## config.mk

```make
export PLATFORM = sky130hd
export DESIGN_NAME = hawk_cmpdcmp_rd_mngr
export DESIGN_NICKNAME = d
export VERILOG_FILES = /design/src/rtl/hacd_pkg.sv /design/src/rtl/hawk_linebuf2.sv /design/src/rtl/hawk_cmpdcmp_rd_mngr.sv
export SDC_FILE = /design/constraint.sdc
export NUM_CORES = 1
export LEC_CHECK = 0
export ABC_AREA = 1
export BUFFER_PORTS_ARGS = -buffer_cell sky130_fd_sc_hd__buf_4
export CELL_PAD_IN_SITES_DETAIL_PLACEMENT = 1
export CELL_PAD_IN_SITES_GLOBAL_PLACEMENT = 2
export CORE_AREA = 4 4 436 438
export CTS_CLUSTER_SIZE = 12
export DETAILED_ROUTE_END_ITERATION = 10
export DIE_AREA = 0 0 440 442
export GPL_ROUTABILITY_DRIVEN = 0
export PLACE_DENSITY = 0.68
export SYNTH_ARGS = -nofsm -noshare
export SYNTH_HDL_FRONTEND = slang
export SYNTH_SLANG_ARGS = --single-unit
```

## constraint.sdc

```tcl
create_clock -name clk_i -period 48.7 [get_ports clk_i]
set_input_delay 4.87 -clock clk_i [delete_from_list [all_inputs] [get_ports clk_i]]
set_output_delay 4.87 -clock clk_i [all_outputs]
set_load 0.02 [all_outputs]
```

## src/rtl/hacd_pkg.sv

```systemverilog
// rtl/hacd_pkg.sv - shared constants, state encoding and read packet types for the compress/decompress read manager
package hacd_pkg;

    localparam int LINE_BYTES = 64;
    localparam int PAGE_LINES = 64;
    localparam int ADDR_W     = 48;
    localparam int DATA_W     = 512;
    localparam int CNT_W      = 7;
    localparam int LINE_OFS   = $clog2(LINE_BYTES);

    typedef enum logic [2:0] {
        ST_IDLE     = 3'd0,
        ST_ISSUE    = 3'd1,
        ST_WAIT_RSP = 3'd2,
        ST_DRAIN    = 3'd3,
        ST_DONE     = 3'd4
    } rd_state_t;

    typedef struct packed {
        logic              valid;
        logic [ADDR_W-1:0] addr;
    } axi_rd_reqpkt_t;

    typedef struct packed {
        logic              valid;
        logic [DATA_W-1:0] data;
        logic              err;
    } axi_rd_rsppkt_t;

    // Byte address of line idx within a line-aligned region starting at base.
    function automatic logic [ADDR_W-1:0] line_addr(input logic [ADDR_W-1:0] base,
                                                    input logic [CNT_W-1:0]  idx);
        return base + {{(ADDR_W-CNT_W-LINE_OFS){1'b0}}, idx, {LINE_OFS{1'b0}}};
    endfunction

endpackage

```

## src/rtl/hawk_linebuf2.sv

```systemverilog
// rtl/hawk_linebuf2.sv - two-entry line FIFO between the read return channel and the line stream
module hawk_linebuf2 #(
    parameter int WIDTH = 512
) (
    input  logic             clk,
    input  logic             rst,
    input  logic             push,
    input  logic [WIDTH-1:0] push_data,
    output logic             valid,
    output logic [WIDTH-1:0] data,
    input  logic             ready,
    output logic [1:0]       count
);

    logic [WIDTH-1:0] mem [2];
    logic             wr_ptr;
    logic             rd_ptr;
    logic             pop;
    logic             push_ok;

    assign valid   = (count != 2'd0);
    assign pop     = valid & ready;
    // A push into a full buffer is only accepted when the head leaves in the same cycle.
    assign push_ok = push & ((count != 2'd2) | pop);
    // Head data is forced to zero when empty so the stream is quiet in reset and idle.
    assign data    = valid ? mem[rd_ptr] : '0;

    // Pointer and occupancy bookkeeping; push and pop together leave count unchanged.
    always_ff @(posedge clk or posedge rst) begin
        if (rst) begin
            wr_ptr <= 1'b0;
            rd_ptr <= 1'b0;
            count  <= 2'd0;
        end else begin
            if (push_ok) begin
                wr_ptr <= ~wr_ptr;
            end
            if (pop) begin
                rd_ptr <= ~rd_ptr;
            end
            count <= count + {1'b0, push_ok} - {1'b0, pop};
        end
    end

    // Storage carries no reset; its contents are never visible while empty.
    always_ff @(posedge clk) begin
        if (push_ok) begin
            mem[wr_ptr] <= push_data;
        end
    end

endmodule

```

## src/rtl/hawk_cmpdcmp_rd_mngr.sv

```systemverilog
// rtl/hawk_cmpdcmp_rd_mngr.sv - fetches one line or one page of source lines and streams them to the codec
module hawk_cmpdcmp_rd_mngr
    import hacd_pkg::*;
(
    input  logic              clk_i,
    input  logic              rst_i,
    input  logic              rd_trigger_i,
    input  logic              comp_decomp_i,
    input  logic [ADDR_W-1:0] src_addr_i,
    output logic              rd_req_valid_o,
    output logic [ADDR_W-1:0] rd_req_addr_o,
    input  logic              rd_req_ready_i,
    input  logic              rd_rsp_valid_i,
    input  logic [DATA_W-1:0] rd_rsp_data_i,
    input  logic              rd_rsp_err_i,
    output logic              line_valid_o,
    output logic [DATA_W-1:0] line_data_o,
    output logic              line_last_o,
    input  logic              line_ready_i,
    output logic              rd_done_o,
    output logic              rd_err_o,
    output logic              busy_o
);

    rd_state_t      state;
    rd_state_t      state_nxt;
    logic [ADDR_W-1:0] base;
    logic [CNT_W-1:0]  total;
    logic [CNT_W-1:0]  issue_cnt;
    logic [CNT_W-1:0]  rsp_cnt;
    logic              err_sticky;

    axi_rd_reqpkt_t req;
    axi_rd_rsppkt_t rsp;
    logic           rsp_take;
    logic           req_fire;
    logic           buf_valid;
    logic [1:0]     buf_count;
    logic [DATA_W-1:0] buf_data;

    assign rsp      = '{valid: rd_rsp_valid_i, data: rd_rsp_data_i, err: rd_rsp_err_i};
    // Returns are only meaningful while a read is outstanding; anything else is dropped.
    assign rsp_take = (state == ST_WAIT_RSP) && rsp.valid;
    assign req_fire = req.valid && rd_req_ready_i;

    // State register.
    always_ff @(posedge clk_i or posedge rst_i) begin
        if (rst_i) begin
            state <= ST_IDLE;
        end else begin
            state <= state_nxt;
        end
    end

    // Next-state and FSM outputs. The request is held back while the buffer holds two
    // lines, which guarantees room for the single outstanding response. No push happens
    // in ISSUE, so once valid rises the buffer can only drain and valid stays up.
    always_comb begin
        state_nxt = state;
        req       = '0;
        rd_done_o = 1'b0;
        rd_err_o  = 1'b0;
        busy_o    = (state != ST_IDLE);

        if (state == ST_ISSUE && buf_count <= 2'd1) begin
            req.valid = 1'b1;
            req.addr  = line_addr(base, issue_cnt);
        end

        unique case (state)
            ST_IDLE: begin
                if (rd_trigger_i) begin
                    state_nxt = ST_ISSUE;
                end
            end
            ST_ISSUE: begin
                if (req_fire) begin
                    state_nxt = ST_WAIT_RSP;
                end
            end
            ST_WAIT_RSP: begin
                if (rsp.valid) begin
                    state_nxt = (rsp_cnt + 7'd1 == total) ? ST_DRAIN : ST_ISSUE;
                end
            end
            ST_DRAIN: begin
                if (!buf_valid) begin
                    state_nxt = ST_DONE;
                end
            end
            ST_DONE: begin
                rd_done_o = 1'b1;
                rd_err_o  = err_sticky;
                state_nxt = ST_IDLE;
            end
            default: begin
                state_nxt = ST_IDLE;
            end
        endcase
    end

    // Transfer context: line-aligned base, line total, progress counters and sticky error.
    always_ff @(posedge clk_i or posedge rst_i) begin
        if (rst_i) begin
            base       <= '0;
            total      <= '0;
            issue_cnt  <= '0;
            rsp_cnt    <= '0;
            err_sticky <= 1'b0;
        end else begin
            if (state == ST_IDLE && rd_trigger_i) begin
                base       <= {src_addr_i[ADDR_W-1:LINE_OFS], {LINE_OFS{1'b0}}};
                total      <= comp_decomp_i ? CNT_W'(PAGE_LINES) : CNT_W'(1);
                issue_cnt  <= '0;
                rsp_cnt    <= '0;
                err_sticky <= 1'b0;
            end
            if (req_fire) begin
                issue_cnt <= issue_cnt + 7'd1;
            end
            if (rsp_take) begin
                rsp_cnt <= rsp_cnt + 7'd1;
                if (rsp.err) begin
                    err_sticky <= 1'b1;
                end
            end
        end
    end

    hawk_linebuf2 #(
        .WIDTH(DATA_W)
    ) u_linebuf (
        .clk      (clk_i),
        .rst      (rst_i),
        .push     (rsp_take),
        .push_data(rsp.data),
        .valid    (buf_valid),
        .data     (buf_data),
        .ready    (line_ready_i),
        .count    (buf_count)
    );

    assign rd_req_valid_o = req.valid;
    assign rd_req_addr_o  = req.addr;
    assign line_valid_o   = buf_valid;
    assign line_data_o    = buf_data;
    // In DRAIN every beat has been received, so a lone remaining entry is the final one.
    assign line_last_o    = buf_valid && (state == ST_DRAIN) && (buf_count == 2'd1);

endmodule

```

==> results.md, run 1 <==
* Final hold violations at 0
* Most frequent cells in the layout: nand2_1, buf_4, edfxtp_1
* Register area share after synthesis at 75.9%
* Worst reg-to-reg path cell count at 10
* Clock sink total at 1090
* Worst hold endpoint: base[6]$_DFFE_PP0P_
* CTS max path bufs at 3
* F_max at approximately 98 MHz
* Synth Register Bits at 1090
* Yosys top cell area share at 72.0%
* CP endpoint kind: output port
* Main flop type after synthesis: edfxtp_1
* Pre-Repair DR Iteration Count at 7
* Worst R2R End: u_linebuf.mem[0][183]$_DFFE_PP_
* Status: completed
* Synthesis-to-layout area growth at 35.5%
* Largest net degree at the start of global routing at 166
* Asr flop ratio synth at 6.06%
* Multi-input gate area at between 0.009 and 0.01 mm²
* Die area at 0.194 mm²
* MaxCap Viol Count at 0
* Static leakage at approximately 22 nW
* Max VDD drop at approximately 0.000034 V
* Io pins at about 1100
* Post-synthesis mux area share at 0%
* Total power at 0.00384 W
* # H-tree levels at 4
* Share of cells above drive strength 1 at 29.7%
* DRC errors left at 0
* Final Max Slew Viols at 0
* Number of global-route vias before repair at 32578
* Reg2Reg Setup Slack at 43890 ps
* WP data arrival at 5300 ps
* Post-Synth XOR/XNOR Area at 0.349%
* Total GRT Usage at 17.2%
* Largest area contributor in the netlist: edfxtp_1
* Minimum clock period at 10170 ps
* Initial DRC Count at 1973
* Mean area per synthesized cell at 12.3 µm²
* Initial antenna violation count at between 40 and 50
* CP max FO at 114
* Tcrit/Tclk final at 20.9%
* Setup Buffers After CTS at 0
* Post-DP Area at 0.0537 mm²
* # fillers at roughly 21000
* CTS Hold Bufs at 0
* Detailed placement HPWL at 124000 µm
* First-pass GRT wire length at 241000 µm
* CTS Root Cell: clkbuf_16
* Least-Margin Pin Slew at about 1300 ps
* WL final at 173000 µm
* Drt wl/cell at between 20 and 25 µm
* Commonest non-fill, non-tap cell in the layout: nand2_1
* Complex-gate fraction of the synthesized area at 6.91%
* Row Count at between 150 and 200
* Die height at 442 µm
* Worst skew pair latency at 770 ps
* Unrepaired setup endpoints after global routing: no
* Clock Pin Slew Worst Setup and Hold Paths at 60 ps
* Final setup margin at 38530 ps
* Post-Synth Simple-Gate Area at 13.7%
* CP bufs+invs at 5
* Slew Limit Headroom at between 10% and 20%
* Via count at 31050
* IO Port Bufs at 1121
* Worst Hold Depth at 2
* Post-Syn Area at 0.0427 mm²
* Mapped Cells at approximately 3500
* Crit path top cell by count: buf_4
* Post-synth EDFFs at 1024
* Cell family with the largest share of critical-path delay: buffers and inverters
* Synthesis warning total at 0
* Library cells used by synthesis at 41
* Worst path max stage delay at 820 ps
* Vias per cell at 4.33
* Final Cell Area at 0.0578 mm²
* Synth Area in Adders at less than 1%
* CTS tree: built
* Nets at 5149
* HP Start: base[6]$_DFFE_PP0P_
* Total CTS buffers at roughly 130
* Register area at 0.0324 mm²
* Antenna viol nets, final at 0
* R2r startpoint: state[0]$_DFFE_PP0P_
* Slowest library cell on the worst path: buf_4
* Pre-CTS setup slack at slightly below 40000 ps
* Ranking of synthesized cells by area: edfxtp_1, nand2_1, a21oi_1
* Core ar. at 0.187 mm²
* Critical-path cell list: inv_8 -> buf_4 -> buf_4 -> buf_4 -> nand2_1 -> a21oi_1 -> buf_4
* Crit start category: flop
* Clock Skew at 28.4 ps
* Total grt overflow at 0
* Largest family of logic cells by synthesized area: simple AND/OR/NAND/NOR gates
* CTS resizes at 0
* Min-delay worst type: flop to flop
* Kind of critical path: flop to output port
* Worst EP required at 43830 ps
* Setup TNS at 0 ps
* Die Span X at ~440 µm
* Final setup viols at 0
* Initial Util at 22.9%
* Pwr dens at 66.4 mW/mm²
[worst max path at each step]
stage / cells after the start / from / to
2_1_floorplan: 4 / line_ready_i / u_linebuf.mem[0][0]$_DFFE_PP_
3_3_place_gp: 7 / u_linebuf.rd_ptr$_DFFE_PP0P_ / line_data_o[501]
3_5_place_dp: 7 / u_linebuf.rd_ptr$_DFFE_PP0P_ / line_data_o[498]
4_1_cts: 7 / u_linebuf.rd_ptr$_DFFE_PP0P_ / line_data_o[498]
5_1_grt: 7 / u_linebuf.rd_ptr$_DFFE_PP0P_ / line_data_o[498]
6_report: 7 / u_linebuf.rd_ptr$_DFFE_PP0P_ / line_data_o[498]
[power breakdown]
part | internal [W] | switching, W
clock | 0.000547 | 0.000395
sequential | 0.00118 | 0.0000587
combinational | 0.000508 | 0.00115
total | 0.00223 | 0.00161
[metal layers]
metal	up-vias	wire [µm]	GRT usage [%]
li1	14220	-	-
met1	15704	69200	20.5
met2	858	86200	29.4
met3	244	11600	5.24
met4	24	5620	5.93
met5	-	172	0
[synth_stat cells, types with 2 or more instances]
library cell     n
nand2_1       1278
a21oi_1        532
nor2_1         105
buf_1            7
inv_1           74
inv_2            5
nand3_2          5
nand4_1          3
o22ai_1          4
buf_2           67
nand2_2         12
xor2_1          11
nand2_4          3
ha_1            11
a21oi_2          2
clkbuf_1        99
o21ai_0         37
nand3_1         55
nor2_2          13
buf_6            8
xnor2_1          6
nor2_4           5
nor3_1           5
buf_4            8
dfrtp_1         66
edfxtp_1      1024
[layout make-up]
cell class | count | area share [%]
diodes | 19 | 0.0822
clock buffers | 173 | 6.10
clock inverters | 54 | 0.906
inverters | 79 | 0.526
multi-input cells | 2106 | 15.8
flip-flops and latches | 1090 | 56.0
well taps | 2495 | 5.40
repair buffers | 1161 | 15.1
[flip-flops by register name, indices dropped and copies added, names as in the netlist]
register	flops
state	3
rsp_cnt	7
total	2
u_linebuf.count	2
issue_cnt	7
u_linebuf.wr_ptr	1
u_linebuf.rd_ptr	1
err_sticky	1
base	42
u_linebuf.mem	1024
[cell families after synthesis]
| group | after synthesis |
|---|---|
| and+or+nand+nor | 1490 |
| buffers and inverters | 269 |
| other | 1 |
| AOI/OAI and AO/OA | 581 |
| DFF | 1090 |
| xor gates and xnor gates | 17 |
| adders and majority gates | 12 |
[tightest hold or removal path: cells and delay by family, from the launching register on]
| kind | cells | cell delay, ps |
|---|---|---|
| and+or+nand+nor | 2 | 110 |
| DFF | 1 | 360 |
[stage by stage]
step                      cells  utilization, %  hold slack, ps
after detailed placement   6931            28.8             478
after global routing       7171            31.0             522
after global placement     6931            28.8             471
final                      7177            31.0             491
after CTS                  7158            31.0             493
after floorplan            3465               -             448
No activity file was read; power rests on OpenSTA's default activity.
==> inputs of run 2 (changes only) <==
--- a/config.mk
+++ b/config.mk
@@ -14,7 +14,7 @@
 export DETAILED_ROUTE_END_ITERATION = 10
 export DIE_AREA = 0 0 440 442
 export GPL_ROUTABILITY_DRIVEN = 0
-export PLACE_DENSITY = 0.68
+export PLACE_DENSITY = 0.7
 export SYNTH_ARGS = -nofsm -noshare
 export SYNTH_HDL_FRONTEND = slang
 export SYNTH_SLANG_ARGS = --single-unit
==> constraint.sdc (replaced) <==
create_clock -name clk_i -period 9.3 [get_ports clk_i]
set_input_delay 0.93 -clock clk_i [delete_from_list [all_inputs] [get_ports clk_i]]
set_output_delay 0.93 -clock clk_i [all_outputs]
set_load 0.02 [all_outputs]
==> results.md, run 2 (synthesis gave the netlist of run 1 again) <==
* Setup Buffers After CTS at 0
* Synthesis-to-layout area growth at 35.2%
* First-pass GRT wire length at 236000 µm
* Biggest regs: u_linebuf.mem (1024), base (42)
* CP endpoint kind: output port
* Via count at 30855
* Clock sink total at 1090
* Hold slack at 346 ps
* Slew Limit Headroom at 25.0%
* WL final at 169000 µm
* CTS tree: built
* Crit start category: flop
* Die height at 442 µm
* Minimum clock period at 5060 ps
* CTS Hold Bufs at 0
* Initial Util at 22.9%
* Die area at just under 0.2 mm²
* Unrepaired setup endpoints after global routing: no
* Pwr dens at 342 mW/mm²
* Drt wl/cell at 23.5 µm
* Worst EP required at 8370 ps
* Final Max Slew Viols at 0
* CP max FO at 83
* Share of cells above drive strength 1 at 29.5%
* Total CTS buffers at 130
* CTS resizes at 0
* CTS Root Cell: clkbuf_16
* Vias per cell at 4.30
* Kind of critical path: flop to output port
* Number of global-route vias before repair at 32167
* Slowest library cell on the worst path: dfrtp_4
* # fillers at 20796
* Clock Skew at 24.2 ps
* Clock Pin Slew Worst Setup and Hold Paths at 60 ps
* Static leakage at roughly 22 nW
* Initial DRC Count at 1854
* Total GRT Usage at about 17%
* Status: completed
* Detailed placement HPWL at 119000 µm
* Final Cell Area at 0.0577 mm²
* Worst skew pair latency at between 700 and 800 ps
* Die Span X at 440 µm
* Most frequent cells in the layout: nand2_1, buf_4, edfxtp_1
* Nets at 5137
* Reg2Reg Setup Slack at 5740 ps
* Final hold violations at 0
* Commonest non-fill, non-tap cell in the layout: nand2_1
* F_max at 198 MHz
* Antenna viol nets, final at 0
* Least-Margin Pin Slew at approximately 1100 ps
* Largest net degree at the start of global routing at 166
* Top reg by flops: u_linebuf.mem
* Critical-path cell list: buf_4 -> buf_4 -> nand2_1 -> a21oi_1 -> buf_4
* Post-DP Area at 0.0538 mm²
* Setup TNS at 0 ps
* Final setup viols at 0
* Total grt overflow at 0
* IO Port Bufs at between 1000 and 1500
* Worst path max stage delay at 910 ps
* Max reg flops at approximately 1000
* Io pins at 1134
* Initial antenna violation count at 58
* WP data arrival at 4130 ps
* DRC errors left at 0
* MaxCap Viol Count at 0
* Pre-Repair DR Iteration Count at 6
* Row Count at 159
* Core ar. at 0.187 mm²
* Tcrit/Tclk final at 54.4%
* Crit path top cell by count: buf_4
* # H-tree levels at 4
* Min-delay worst type: input port to flop
* CTS max path bufs at 3
* Total power at 0.0198 W
* Max VDD drop at 0.000208 V
==> run 2: layer usage <==
layer,up-vias,routed length (µm),track usage [%]
met5,-,169,0
met1,15459,63200,18.8
li1,14195,-,-
met3,290,11800,5.29
met2,887,86900,29.2
met4,24,6590,7.47
==> run 2: area by class of cell <==
type                    count  area (µm²)  area share (%)
clock buffers             162        3420            5.92
inverters                  79         304           0.527
repair buffers           1150        8780            15.2
flip-flops and latches   1090       32400            56.1
clock inverters            73         493           0.854
diodes                     23        57.6          0.0997
well taps                2495        3120            5.41
multi-input cells        2106        9160            15.9
==> run 2: worst paths after layout <==
kind,start,to,cells past startpoint
min in group asynchronous,rst_i,issue_cnt[6]$_DFFE_PP0P_,3
max in group asynchronous,rst_i,u_linebuf.rd_ptr$_DFFE_PP0P_,3
worst min-delay path,rd_rsp_data_i[249],u_linebuf.mem[1][249]$_DFFE_PP_,1
worst max register to register,state[0]$_DFFE_PP0P_,u_linebuf.mem[0][87]$_DFFE_PP_,9
worst max-delay path,u_linebuf.rd_ptr$_DFFE_PP0P_,line_data_o[439],5
worst min register to register,issue_cnt[6]$_DFFE_PP0P_,issue_cnt[6]$_DFFE_PP0P_,1
==> run 2: where the power goes <==
part	internal [W]	total (W)	switching (W)
logic	0.00267	0.00851	0.00584
clock network	0.00267	0.00475	0.00207
registers	0.00617	0.00649	0.000323
==> run 2: critical path: cells and delay by family, from the launching register on <==
family          cells  cell delay [ps]
compound gates      1              360
simple gates        1              110
buf+inv             3             1810
flops               1              910
==> run 2: through the flow <==
| step | utilization (%) | setup WS (ps) | std cells |
|---|---|---|---|
| global placement | 28.8 | 4850 | 6920 |
| global route | 30.9 | 3930 | 7172 |
| CTS | 30.9 | 3980 | 7155 |
| detailed placement | 28.8 | 4880 | 6920 |
| floorplan | - | -5850 | 3465 |
| finish | 30.9 | 4240 | 7178 |
